===== config.mk =====
export PLATFORM = sky130hd
export DESIGN_NAME = cpu_ctrl
export DESIGN_NICKNAME = d
export VERILOG_FILES = /design/src/rtl/cpu_defs.sv /design/src/rtl/cond_eval.sv /design/src/rtl/cpu_ctrl.sv
export SDC_FILE = /design/constraint.sdc
export NUM_CORES = 1
export LEC_CHECK = 0
export ABC_AREA = 1
export ABC_CLOCK_PERIOD_IN_PS = 2850
export BUFFER_PORTS_ARGS = -buffer_cell sky130_fd_sc_hd__buf_4
export CORE_AREA = 2 2 52 103
export CTS_BUF_LIST = sky130_fd_sc_hd__clkbuf_4 sky130_fd_sc_hd__clkbuf_8
export CTS_CLUSTER_DIAMETER = 80
export DETAILED_ROUTE_END_ITERATION = 8
export DIE_AREA = 0 0 54 105
export PLACE_DENSITY = 0.78
export RECOVER_POWER = 25
export SKIP_LAST_GASP = 1
export SLEW_MARGIN = 30
export SYNTH_ARGS = -nofsm -noshare
export SYNTH_HDL_FRONTEND = slang
export SYNTH_SLANG_ARGS = --single-unit

===== constraint.sdc =====
create_clock -name clk -period 2.85 [get_ports clk]
set_clock_uncertainty 0.1 [all_clocks]
set_input_delay 0.1425 -clock clk [delete_from_list [all_inputs] [get_ports clk]]
set_output_delay 0.1425 -clock clk [all_outputs]
set_load 0.1 [all_outputs]

===== src/rtl/cpu_defs.sv =====
// Shared definitions for the multicycle control unit: datapath widths,
// opcode/ext field values, ALU opcode encoding, condition codes, FSM state
// encoding, PSR bit positions and the instruction-to-aluOp decode helpers.
package cpu_defs;

  localparam int DATAWIDTH  = 16;
  localparam int REGWIDTH   = 4;
  localparam int ALUOPWIDTH = 4;
  localparam int IMMWIDTH   = 8;
  localparam int PSRWIDTH   = 5;

  typedef enum logic [1:0] {
    FETCH  = 2'd0,
    DECODE = 2'd1,
    EXEC   = 2'd2,
    MEM    = 2'd3
  } state_t;

  // PSR layout {N,Z,F,L,C}
  localparam int PSR_N = 4;
  localparam int PSR_Z = 3;
  localparam int PSR_F = 2;
  localparam int PSR_L = 1;
  localparam int PSR_C = 0;

  // Major opcodes, instr[15:12]
  localparam logic [3:0] OP_REG   = 4'h0;
  localparam logic [3:0] OP_ANDI  = 4'h1;
  localparam logic [3:0] OP_ORI   = 4'h2;
  localparam logic [3:0] OP_XORI  = 4'h3;
  localparam logic [3:0] OP_SPEC  = 4'h4;
  localparam logic [3:0] OP_ADDI  = 4'h5;
  localparam logic [3:0] OP_SUBI  = 4'h9;
  localparam logic [3:0] OP_CMPI  = 4'hB;
  localparam logic [3:0] OP_BCOND = 4'hC;
  localparam logic [3:0] OP_MOVI  = 4'hD;
  localparam logic [3:0] OP_LUI   = 4'hF;

  // ext field, instr[7:4], under OP_SPEC
  localparam logic [3:0] EXT_LOAD  = 4'h0;
  localparam logic [3:0] EXT_STOR  = 4'h4;
  localparam logic [3:0] EXT_JAL   = 4'h8;
  localparam logic [3:0] EXT_JCOND = 4'hC;
  localparam logic [3:0] EXT_SCOND = 4'hD;

  // ext field under OP_REG
  localparam logic [3:0] EXT_AND  = 4'h1;
  localparam logic [3:0] EXT_OR   = 4'h2;
  localparam logic [3:0] EXT_XOR  = 4'h3;
  localparam logic [3:0] EXT_LSH  = 4'h4;
  localparam logic [3:0] EXT_ADD  = 4'h5;
  localparam logic [3:0] EXT_ADDU = 4'h6;
  localparam logic [3:0] EXT_ADDC = 4'h7;
  localparam logic [3:0] EXT_SUB  = 4'h9;
  localparam logic [3:0] EXT_SUBC = 4'hA;
  localparam logic [3:0] EXT_CMP  = 4'hB;
  localparam logic [3:0] EXT_MOV  = 4'hD;
  localparam logic [3:0] EXT_NOT  = 4'hE;

  // ALU opcodes
  localparam logic [3:0] ALU_ADD  = 4'h0;
  localparam logic [3:0] ALU_ADDU = 4'h1;
  localparam logic [3:0] ALU_ADDC = 4'h2;
  localparam logic [3:0] ALU_SUB  = 4'h3;
  localparam logic [3:0] ALU_SUBC = 4'h4;
  localparam logic [3:0] ALU_CMP  = 4'h5;
  localparam logic [3:0] ALU_AND  = 4'h6;
  localparam logic [3:0] ALU_OR   = 4'h7;
  localparam logic [3:0] ALU_XOR  = 4'h8;
  localparam logic [3:0] ALU_MOV  = 4'h9;
  localparam logic [3:0] ALU_LSH  = 4'hA;
  localparam logic [3:0] ALU_LUI  = 4'hB;
  localparam logic [3:0] ALU_NOT  = 4'hC;

  // Condition codes
  localparam logic [3:0] CC_EQ = 4'h0;
  localparam logic [3:0] CC_NE = 4'h1;
  localparam logic [3:0] CC_CS = 4'h2;
  localparam logic [3:0] CC_CC = 4'h3;
  localparam logic [3:0] CC_HI = 4'h4;
  localparam logic [3:0] CC_LS = 4'h5;
  localparam logic [3:0] CC_GT = 4'h6;
  localparam logic [3:0] CC_LE = 4'h7;
  localparam logic [3:0] CC_FS = 4'h8;
  localparam logic [3:0] CC_FC = 4'h9;
  localparam logic [3:0] CC_LO = 4'hA;
  localparam logic [3:0] CC_HS = 4'hB;
  localparam logic [3:0] CC_LT = 4'hC;
  localparam logic [3:0] CC_GE = 4'hD;
  localparam logic [3:0] CC_UC = 4'hE;
  localparam logic [3:0] CC_NV = 4'hF;

  function automatic logic is_imm_alu(input logic [3:0] op);
    logic r;
    r = (op == OP_ANDI) || (op == OP_ORI)  || (op == OP_XORI) ||
        (op == OP_ADDI) || (op == OP_SUBI) || (op == OP_CMPI) ||
        (op == OP_MOVI) || (op == OP_LUI);
    return r;
  endfunction

  function automatic logic [3:0] reg_ext_to_aluop(input logic [3:0] ext);
    logic [3:0] r;
    case (ext)
      EXT_AND:  r = ALU_AND;
      EXT_OR:   r = ALU_OR;
      EXT_XOR:  r = ALU_XOR;
      EXT_LSH:  r = ALU_LSH;
      EXT_ADD:  r = ALU_ADD;
      EXT_ADDU: r = ALU_ADDU;
      EXT_ADDC: r = ALU_ADDC;
      EXT_SUB:  r = ALU_SUB;
      EXT_SUBC: r = ALU_SUBC;
      EXT_CMP:  r = ALU_CMP;
      EXT_MOV:  r = ALU_MOV;
      EXT_NOT:  r = ALU_NOT;
      default:  r = ALU_ADD;
    endcase
    return r;
  endfunction

  function automatic logic [3:0] imm_op_to_aluop(input logic [3:0] op);
    logic [3:0] r;
    case (op)
      OP_ANDI: r = ALU_AND;
      OP_ORI:  r = ALU_OR;
      OP_XORI: r = ALU_XOR;
      OP_ADDI: r = ALU_ADD;
      OP_SUBI: r = ALU_SUB;
      OP_CMPI: r = ALU_CMP;
      OP_MOVI: r = ALU_MOV;
      OP_LUI:  r = ALU_LUI;
      default: r = ALU_ADD;
    endcase
    return r;
  endfunction

endpackage


===== src/rtl/cond_eval.sv =====
// Condition-code evaluator (combinational).
// Ports: code      - 4-bit condition code
//        psr       - stored PSR {N,Z,F,L,C}
//        cond_true - 1 when the condition holds
module cond_eval
  import cpu_defs::*;
(
  input  logic [3:0]          code,
  input  logic [PSRWIDTH-1:0] psr,
  output logic                cond_true
);

  logic n, z, f, l, c;

  assign n = psr[PSR_N];
  assign z = psr[PSR_Z];
  assign f = psr[PSR_F];
  assign l = psr[PSR_L];
  assign c = psr[PSR_C];

  always_comb begin
    cond_true = 1'b0;
    case (code)
      CC_EQ:   cond_true = z;
      CC_NE:   cond_true = !z;
      CC_CS:   cond_true = c;
      CC_CC:   cond_true = !c;
      CC_HI:   cond_true = l;
      CC_LS:   cond_true = !l;
      CC_GT:   cond_true = n;
      CC_LE:   cond_true = !n;
      CC_FS:   cond_true = f;
      CC_FC:   cond_true = !f;
      CC_LO:   cond_true = !l && !z;
      CC_HS:   cond_true = l || z;
      CC_LT:   cond_true = !n && !z;
      CC_GE:   cond_true = n || z;
      CC_UC:   cond_true = 1'b1;
      default: cond_true = 1'b0;
    endcase
  end

endmodule


===== src/rtl/cpu_ctrl.sv =====
// Multicycle control unit: fetches an instruction, decodes it and sequences
// the register/ALU datapath, PC update and data-memory handshake.
//
// state  | meaning
// -------+-----------------------------------------------------------
// FETCH  | fetch_req high, wait for instr_vld, latch instruction
// DECODE | register field outputs (rSrc/rDst/aluOp/imm/IMM_MUX)
// EXEC   | single-cycle strobes for ALU/branch/jump/Scond; PSR capture
// MEM    | mem_req held until mem_ack; LOAD write-back on ack
//
// Ports: clk/rst_n; instr/instr_vld from ROM; psr from ALU; mem_ack from
// data memory. Outputs: datapath strobes and selects (write, IMM_MUX,
// COND_RSLT, WB_MUX0, WB_MUX, rSrc, rDst, aluOp, imm), PC control
// (pc_inc, pc_br, pc_jmp), memory request (mem_req, mem_we), fetch_req.
module cpu_ctrl
  import cpu_defs::*;
(
  input  logic                  clk,
  input  logic                  rst_n,
  input  logic [DATAWIDTH-1:0]  instr,
  input  logic                  instr_vld,
  input  logic [PSRWIDTH-1:0]   psr,
  input  logic                  mem_ack,
  output logic                  write,
  output logic                  IMM_MUX,
  output logic                  COND_RSLT,
  output logic                  WB_MUX0,
  output logic [1:0]            WB_MUX,
  output logic [REGWIDTH-1:0]   rSrc,
  output logic [REGWIDTH-1:0]   rDst,
  output logic [ALUOPWIDTH-1:0] aluOp,
  output logic [IMMWIDTH-1:0]   imm,
  output logic                  pc_inc,
  output logic                  pc_br,
  output logic                  pc_jmp,
  output logic                  mem_req,
  output logic                  mem_we,
  output logic                  fetch_req
);

  state_t state, state_nxt;

  // run_q keeps fetch_req low while in reset and for the first edge after.
  logic                  run_q;
  logic [DATAWIDTH-1:0]  ir;
  logic [PSRWIDTH-1:0]   psr_q;
  logic [REGWIDTH-1:0]   rsrc_q, rdst_q;
  logic [ALUOPWIDTH-1:0] aluop_q;
  logic [IMMWIDTH-1:0]   imm_q;
  logic                  imm_mux_q;

  logic [3:0] op, ext;
  logic       alu_class, is_cmp, is_load, is_stor, is_mem, cond_true;

  assign op  = ir[15:12];
  assign ext = ir[7:4];

  assign alu_class = (op == OP_REG) || is_imm_alu(op);
  assign is_cmp    = ((op == OP_REG) && (ext == EXT_CMP)) || (op == OP_CMPI);
  assign is_load   = (op == OP_SPEC) && (ext == EXT_LOAD);
  assign is_stor   = (op == OP_SPEC) && (ext == EXT_STOR);
  assign is_mem    = is_load || is_stor;

  // Branch, jump and Scond all carry their condition in the rDst field.
  cond_eval u_cond_eval (
    .code      (ir[11:8]),
    .psr       (psr_q),
    .cond_true (cond_true)
  );

  assign rSrc    = rsrc_q;
  assign rDst    = rdst_q;
  assign aluOp   = aluop_q;
  assign imm     = imm_q;
  assign IMM_MUX = imm_mux_q;
  assign WB_MUX0 = 1'b0;

  always_ff @(posedge clk or negedge rst_n) begin
    if (!rst_n) begin
      state <= FETCH;
      run_q <= 1'b0;
    end else begin
      state <= state_nxt;
      run_q <= 1'b1;
    end
  end

  always_ff @(posedge clk or negedge rst_n) begin
    if (!rst_n) begin
      ir        <= '0;
      psr_q     <= '0;
      rsrc_q    <= '0;
      rdst_q    <= '0;
      aluop_q   <= '0;
      imm_q     <= '0;
      imm_mux_q <= 1'b0;
    end else begin
      if ((state == FETCH) && run_q && instr_vld) begin
        ir <= instr;
      end
      if (state == DECODE) begin
        rsrc_q    <= ir[3:0];
        rdst_q    <= ir[11:8];
        imm_q     <= ir[7:0];
        imm_mux_q <= is_imm_alu(op);
        if (op == OP_REG) begin
          aluop_q <= reg_ext_to_aluop(ext);
        end else if (is_imm_alu(op)) begin
          aluop_q <= imm_op_to_aluop(op);
        end else begin
          aluop_q <= ALU_ADD;
        end
      end
      if ((state == EXEC) && alu_class) begin
        psr_q <= psr;
      end
    end
  end

  always_comb begin
    state_nxt = state;
    case (state)
      FETCH:  if (run_q && instr_vld) state_nxt = DECODE;
      DECODE: state_nxt = EXEC;
      EXEC:   state_nxt = is_mem ? MEM : FETCH;
      MEM:    if (mem_ack) state_nxt = FETCH;
      default: state_nxt = FETCH;
    endcase
  end

  always_comb begin
    write     = 1'b0;
    WB_MUX    = 2'd0;
    COND_RSLT = 1'b0;
    pc_inc    = 1'b0;
    pc_br     = 1'b0;
    pc_jmp    = 1'b0;
    mem_req   = 1'b0;
    mem_we    = 1'b0;
    fetch_req = 1'b0;
    case (state)
      FETCH: fetch_req = run_q;
      EXEC: begin
        if (alu_class) begin
          write  = !is_cmp;
          WB_MUX = 2'd2;
          pc_inc = 1'b1;
        end else if (op == OP_SPEC) begin
          case (ext)
            EXT_LOAD, EXT_STOR: ;
            EXT_SCOND: begin
              COND_RSLT = cond_true;
              WB_MUX    = 2'd1;
              write     = 1'b1;
              pc_inc    = 1'b1;
            end
            EXT_JAL: begin
              WB_MUX = 2'd0;
              write  = 1'b1;
              pc_jmp = 1'b1;
            end
            EXT_JCOND: begin
              pc_jmp = cond_true;
              pc_inc = !cond_true;
            end
            default: pc_inc = 1'b1;
          endcase
        end else if (op == OP_BCOND) begin
          pc_br  = cond_true;
          pc_inc = !cond_true;
        end else begin
          pc_inc = 1'b1;
        end
      end
      MEM: begin
        mem_req = 1'b1;
        mem_we  = is_stor;
        if (mem_ack) begin
          pc_inc = 1'b1;
          if (is_load) begin
            write  = 1'b1;
            WB_MUX = 2'd3;
          end
        end
      end
      default: ;
    endcase
  end

endmodule


After elaboration in Yosys (flattened, before gate mapping)
Memory sizes are Yosys's and may differ from the RTL's.
Cells that the tools add are included.

storage, ports and cells
  register bits after elaboration = 45
  ROM bits = 128
  bits of input ports = 25
  output and inout port bits = 32
  logic and storage cells = 120
  memories kept = 2

memory list
  memory            depth  width  read ports  clocked after memory_dff  write ports  line             RTL
  (name not given)  16     4      1           0                         0            cpu_defs.sv:103  case (ext)
  (name not given)  16     4      1           0                         0            cpu_defs.sv:123  case (op)

operators by class
  equality and inequality tests = 34
  mux-type cells = 40
  reductions and logical operators = 35

operator list
  operator                                                          number
  4-bit == test (second input constant)                             16
  4-bit by 3-bit == test with 1-bit output (second input constant)  7
  1-bit two-way mux                                                 25
  4-bit by 2-bit == test with 1-bit output (second input constant)  4
  1-bit case mux with 15 select lines                               1
  4-bit zero test                                                   3
  1-bit logical OR                                                  12
  2-bit two-way mux                                                 6
  1-bit logical AND                                                 9
  4-bit by 1-bit == test with 1-bit output (second input constant)  2
  4-bit two-way mux                                                 2
  1-bit case mux with 2 select lines                                4
  2-bit case mux with 4 select lines                                1
  1-bit zero test                                                   7
  2-bit == test (second input constant)                             2
  2-bit case mux with 2 select lines                                1
  3-bit OR reduction                                                1
  2-bit by 1-bit == test with 1-bit output (second input constant)  1
  2-bit zero test                                                   1
  2-bit by 1-bit != test with 1-bit output (second input constant)  1
  2-bit != test (second input constant)                             1
  2-bit AND reduction                                               1
  2-bit OR reduction                                                1

Longest topological paths before layout
Gate-level depths: netlist (run 1).

  depth in word-level cells = 11
  mapped depth = 12
  depth with buffers taken out = 12

Cells and area by module
Synthesis (run 1) repeated with hierarchy kept, for this count alone.

second synthesis, totals
  cells, all modules = 323
  area, all modules = 2357.3 µm²

modules (own cells, without submodules)
  module     instances  cells each  area each (µm²)  seq. area each (µm²)
  cpu_ctrl   1          265         2123.3           1026.0
  cond_eval  1          58          234.0            0.0

Worst setup path after synthesis (run 1)
Ideal clock, no wire load.

  path kind = register -> output
  from = register ir[12]
  to = output mem_we
  arrival time = 2.955 ns
  data required time = 2.608 ns
  slack = -0.347 ns
  stages on the path, launching flop included = 7
  path buffers = 0
  cell sequence = dfrtp_1 inv_1 ha_1 inv_1 nor2_1 inv_1 nor3_1

on the way
  word-level cells in the longest chain between the ends = 3

RTL lines
  item                                      line             RTL
  start, declared                           cpu_ctrl.sv:45   logic [DATAWIDTH-1:0] ir;
  start signal, assigned                    cpu_ctrl.sv:99   ir <= instr;
  4-bit by 3-bit == test with 1-bit output  cpu_ctrl.sv:61   assign is_stor = (op == OP_SPEC) && (ext == EXT_STOR);
  1-bit logical AND                         cpu_ctrl.sv:61
  1-bit two-way mux                         cpu_ctrl.sv:141  case (state)
  end, declared                             cpu_ctrl.sv:37   output logic mem_we,

Every way passes these cells.

Worst setup path after layout (run 1)
  from = register ir[12]
  to = output pc_jmp

on the way
  word-level cells in the longest chain between the ends = 11
  elaborated cells between the ends (all ways) = 21
  classes of those cells = eq/ne: 9; mux: 3; reduce/logical: 9

RTL lines
  item                                                                                                         line             RTL
  4-bit by 1-bit == test with 1-bit output / 4-bit by 2-bit == test with 1-bit output (equally long branches)  cpu_defs.sv:95   r = (op == OP_ANDI) || (op == OP_ORI) || (op == OP_XORI) ||
  1-bit logical OR (3 in series)                                                                               cpu_defs.sv:95
  1-bit logical OR (3 in series)                                                                               cpu_defs.sv:96   (op == OP_ADDI) || (op == OP_SUBI) || (op == OP_CMPI) ||
  1-bit logical OR                                                                                             cpu_defs.sv:97   (op == OP_MOVI) || (op == OP_LUI);
  1-bit logical OR                                                                                             cpu_ctrl.sv:58   assign alu_class = (op == OP_REG) || is_imm_alu(op);
  1-bit two-way mux *                                                                                          cpu_ctrl.sv:144  if (alu_class) begin
  1-bit two-way mux *                                                                                          cpu_ctrl.sv:141
  end, declared                                                                                                cpu_ctrl.sv:35   output logic pc_jmp,

Every way passes the cells marked *; elsewhere a longest branch is shown, timed or not.

==> flow_summary.toml, run 1 <==
[run_status]
status = "finished clean"

[yosys]
synth-warning-count = 0
synthMuxAreaShare_pct = 0
synth_xor_xnor_area_share_pct = 0
syn_nets = 331
syn_area_um2 = 2330
avgSynthCellArea_um2 = 7.818
synthDistinctLibCells = 29
ys_seq_area_share_pct = 44.04
synth-simple-area-share_pct = 29.00
synth_adder_area_share_pct = 4.296
synth_compound_area_share_pct = 12.84
ys_ff_latch = 41
synth_top_family_by_area = "simple AND/OR/NAND/NOR gates"
syn_inst = 298

[final_layout]
area.growth.synth_to_final_pct = 30.88
layout.cells.non_filler = 423
antenna-diode-count = 0
drive_gt1_share_pct = 26.50
nFillCells = 436
final_common_cell = "nand2_1"
final_cell_mix = "nand2_1, buf_4, dfrtp_1, inv_1, nor2_1"
multi_input_area_um2 = 1094
final_util_pct = 62.68
ff_latch_area_um2 = 1026
layout.nets = 398

[clocking]
clk_pin_slew_ps = 80
cts_sinks = 41
postCtsSetupBuffers = 0
cts_tree = "done"
insertion_delay_ps = 300
root_buffer = "clkbuf_8"
clock_path_buffers = 2
htree_num_levels = 2
cts_resized = 0
cts_buffers = 5
hold_buffers = 15

[setup_path]
slowest_delay_ps = 410
arrival_ps = 2120
cp_common_cell = "inv_1"
cp_max_fo = 5
critPathLaunchType = "flip-flop"
reg2regPathDepth = 4
cp_slowest_cell = "dfrtp_1"
crit_chain = "inv_1 -> ha_1 -> inv_1 -> nor2_1 -> inv_1 -> nor2_2 -> nand2_1 -> nor3_1 -> o21ai_1 -> inv_1 -> buf_4"
worstPathRequired_ps = 2610
cp-end-kind = "primary output"
worst-setup-path-type = "flip-flop to primary output"

[global_routing]
grt_util_all_layers_pct = 23.55
first_global_vias = 2200
grt-ovfl-total = 0
grt_max_degree = 42
antenna_found_initial = 0
grt_pass1_wl_mm = 9.915

[die]
fp.dieH_um = 105
die_w_um = 54
core_area_um2 = 4865
row_count = 36
start_util_pct = 47.89
dieArea_um2 = 5670
io_pins = 57

[routing]
wl_per_cell_um = 13.97
routed_wl_mm = 5.911
highest_layer = "met4"
via_per_inst = 5.099
vias = 2157
drc = 0
drtIter0Drc = 44
dr.pass1.iters = 4
met3WireLength_um = 170
met1_length_mm = 2.049
ant_nets = 0
met2_length_mm = 3.460

[place]
dp.cells = 400
dp_hpwl_mm = 4.413
globalplace.congestion = 0.9834
port_buffers = 55

[sta]
final-hold-violation-count = 0
fin_crit_sh_pct = 82.95
worst_pin_slew_ps = 1039
slew_violations = 0
maxSlewHeadroom_pct = 30.73
fin_crit_ps = 2364
setup_viol = 0
finalSetupTns_ps = 0
max_freq_mhz = 423.0
rsz0062_at_grt = "false"

[power_and_ir_drop]
leakagePower_nw = 1.570
power_mw = 3.337
peakVddDrop_uv = 726.2
power_density_nw_per_um2 = 1094

[hold_path]
holdPathStages = 3
holdCritPathClass = "input port to flip-flop"

[job]
cap_viol_max_count = 0
## per-layer routing
metal,vias up,track usage [%]
met1,1009,23.84
met3,16,4.286
met2,58,41.46
li1,1074,-
met4,0,14.11
met5,-,0
## cells in the mapped netlist
library cell,instances,area (um2)
nor3b_2,1,12.51
o21ai_1,1,5.000
clkbuf_1,5,18.77
buf_4,5,37.54
buf_2,1,5.000
nor3_1,5,25.02
o21ai_0,24,120.1
nand2_2,8,50.05
nor2_4,3,33.78
nor2_8,1,20.02
nor2_1,33,123.9
o221ai_1,2,17.52
conb_1,2,7.510
nand3_1,21,105.1
inv_4,1,6.260
dfrtp_1,41,1026
nand3_2,2,20.02
inv_2,6,22.52
ha_1,8,100.1
nand3b_4,1,20.02
nor2_2,5,31.28
a21oi_1,25,125.1
o311ai_0,1,8.760
inv_1,32,120.1
a21oi_4,1,16.27
nand4_1,2,12.51
buf_6,1,11.26
nand2_1,59,221.5
a31oi_1,1,6.260
## final cells by class
type | instances | share of cell area (%)
multi-input combinational | 206 | 35.86
sequential | 41 | 33.65
timing repair buffer | 72 | 18.88
inverter | 39 | 4.883
tap | 57 | 2.339
clock buffer | 5 | 2.257
clock inverter | 3 | 2.134
## path summary, 6_finish.rpt
kind	start	end	slack, ps
max	ir[12]	pc_jmp	490
min	instr[4]	ir[4]	2
max reg2reg	ir[4]	aluOp[1]	1090
min reg2reg	rDst[3]	rDst[3]	390
max in group asynchronous	rst_n	state[0]	1550
min in group asynchronous	rst_n	ir[5]	460
## worst max-delay path: cells and delay by family, from the launching register on
| kind | cells | cell delay [ps] |
|---|---|---|
| AOI/OAI and AO/OA | 1 | 80 |
| buffers and inverters | 5 | 660 |
| DFF | 1 | 410 |
| and+or+nand+nor | 4 | 520 |
| adders and majority gates | 1 | 160 |
## sequential cells by signal (all words and copies together) (netlist names)
| register | count |
|---|---|
| IMM_MUX | 1 |
| rDst | 4 |
| ir | 16 |
| aluOp | 4 |
| psr_q | 5 |
| rSrc | 3 |
| state | 2 |
| run_q | 1 |
| imm | 5 |
## stage by stage
stage / setup slack (ps) / hold slack, ps / area, um2
finish: 486.0 / 2.130 / 3049
detailed placement: 799.0 / 62.42 / 2768
global route: 318.4 / 13.88 / 3049
global placement: 855.6 / 56.59 / 2768
CTS: 470.4 / 3.423 / 3052
floorplan: 186.3 / -253.1 / 2341
## cells by family (layout without fill, tap and decap cells)
group           count (synthesis)  count (layout)
fa+ha+maj                       8               8
other cells                     2               2
buf+inv                        51             119
flops                          41              41
simple gates                  141             141
compound gates                 55              55
## where the power goes
part           total, mW  switching, mW  internal (mW)
logic               1.85           1.43          0.417
clock network      0.556          0.208          0.348
registers          0.934          0.166          0.768
No activity file was read; power rests on OpenSTA's default activity.
==> inputs of run 2 (changes only) <==
- ABC_CLOCK_PERIOD_IN_PS: 2850 -> 1900
- PLACE_DENSITY: 0.78 -> 0.81
- clock period: 2.85 -> 1.9 ns (I/O delays scaled with it)
==> run 2 against run 1 <==
  * The flow now finishes with violations (negative setup slack)
  * Non-clock buffer count up 38
  * Largest power group unchanged
  * First-iteration DRC count increased by 89%
  * Routed wire length is 20% higher
  * Global-route usage up 2.3 points
  * Largest cell class unchanged
==> flow_summary.toml, run 2 (synthesis gave the netlist of run 1 again) <==
[setup_path]
cp_max_fo = 4
worstPathRequired_ps = 1700
worst-setup-path-type = "flip-flop to primary output"
crit_chain = "inv_2 -> ha_4 -> inv_4 -> nor2_4 -> inv_2 -> nor2_4 -> nand4_1 -> a21oi_4 -> buf_12"
path_depth = 9
crit_buf_inv = 4
arrival_ps = 1990
cp-end-kind = "primary output"
cpLargestDelayFamily = "simple AND/OR/NAND/NOR gates"
cp_slowest_cell = "dfrtp_1"
reg2reg_to = "aluOp[1]"
r2r_slack_ps = 100
reg2regPathDepth = 10
rr_startpoint = "ir[12]"
critPathLaunchType = "flip-flop"
slowest_delay_ps = 420

[die]
row_count = 36
dieArea_um2 = 5670
io_pins = 57
core_area_um2 = 4865
die_w_um = 54
start_util_pct = 47.89
fp.dieH_um = 105

[final_layout]
largest_reg_flops = 16
antenna-diode-count = 0
final_common_cell = "buf_4"
layout.nets = 436
final_cell_mix = "buf_4, nand2_1, dfrtp_1, nor2_1, inv_1"
drive_gt1_share_pct = 39.60
layout.cells.non_filler = 461
design_area_um2 = 3606
nFillCells = 333
area.growth.synth_to_final_pct = 54.78
top_register = "ir"

[sta]
final-hold-violation-count = 0
max_freq_mhz = 458.2
fin_crit_ps = 2182
whs_ps = 35.74
rsz0062_at_grt = "true"
fin_crit_sh_pct = 114.9
slew_violations = 0
worst_pin_slew_ps = 1024
worst_slack_ps = -282.4
setup_viol = 8
maxSlewHeadroom_pct = 31.72

[power_and_ir_drop]
leakagePower_nw = 1.771
peakVddDrop_uv = 1072
power_density_nw_per_um2 = 1474

[run_status]
status = "finished, violations left"
violations = "negative setup slack"

[hold_path]
holdPathStages = 4
min_from = "mem_ack"
min_to = "state[1]"
holdCritPathClass = "input port to flip-flop"

[global_routing]
antenna_found_initial = 0
first_global_vias = 2370
grt-ovfl-total = 0
grt_util_all_layers_pct = 25.89
grt_max_degree = 42
grt_pass1_wl_mm = 10.76

[place]
pre_cts_slack_ps = -43.76
dp_hpwl_mm = 4.539
port_buffers = 55
globalplace.congestion = 0.9420
place_area_um2 = 2987
dp.cells = 416

[clocking]
htree_num_levels = 2
cts_buffers = 5
cts_tree = "done"
root_buffer = "clkbuf_8"
clock_path_buffers = 2
clk_pin_slew_ps = 80
cts_sinks = 41
insertion_delay_ps = 300

[job]
cap_viol_max_count = 0

[routing]
ant_nets = 0
wl_per_cell_um = 15.45
routed_wl_mm = 7.122
via_per_inst = 5.302
drc = 0
vias = 2444
dr.pass1.iters = 4
drtIter0Drc = 83
run 2: cell count changes in the layout (fill, tap and decap cells not counted), moves of 4 or more:
cell and delta:
inv_2 +4, nor2_1 -4, dlygate4sd3_1 +7, inv_1 -7, dfrtp_2 +4, ha_1 -4
buf_12 +8, a21oi_1 -5, nand2_1 -4, dfrtp_1 -4, buf_4 +23, nor2_4 +7
run 2: what timing repair did:
action / in CTS / in global routing
endpoints found under the setup margin: 8 / 8
buffers inserted: 5 / 10
endpoints found under the hold margin: 62 / 0
resized for setup: 33 / 14
pin swaps: 5 / 12
hold buffers: 22 / 0
run 2: worst min-delay path: stages:
cell and delay, ps:
buf_4 80, inv_1 40, nand2_1 80, nand3_1 80
run 2: layout make-up:
class,instances,area [um2],share of cell area (%)
well taps,57,71.32,1.978
clock buffers,7,90.09,2.498
inverters,39,157.7,4.372
flip-flops and latches,41,1031,28.59
repair buffers,110,978.4,27.13
clock inverters,1,30.03,0.8328
multi-input cells,206,1247,34.59
run 2: report_power, final:
part           switching, mW  total, mW  internal [mW]
clock                  0.308      0.751          0.443
combinational           2.31       3.15          0.836
sequential             0.261       1.42           1.16
total                   2.88       5.31           2.43
run 2: metal layers:
metal | track usage, % | up-vias | wire length (um)
li1 | - | 1159 | -
met1 | 26.41 | 1159 | 2447
met2 | 43.29 | 90 | 3898
met3 | 6.000 | 36 | 306
met4 | 18.21 | 0 | 469
met5 | 0 | - | 0
run 2: worst max path at each step:
stage / start / endpoint / slack, ps
floorplan: state[0] / ir[4] / -170
global placement: ir[12] / COND_RSLT / 20
detailed placement: ir[8] / pc_inc / -40
CTS: ir[12] / COND_RSLT / -240
global route: ir[12] / pc_br / -380
finish: ir[13] / COND_RSLT / -280
run 2: per-stage QoR:
stage / TNS, ps / power [mW] / utilization, %
2_1_floorplan: -2605 / 3.660 / -
3_3_place_gp: 0 / 4.263 / 61.39
3_5_place_dp: -91.95 / 4.304 / 61.39
4_1_cts: -1159 / 5.168 / 71.79
5_1_grt: -2501 / 5.599 / 74.13
6_report: -1666 / 5.315 / 74.13
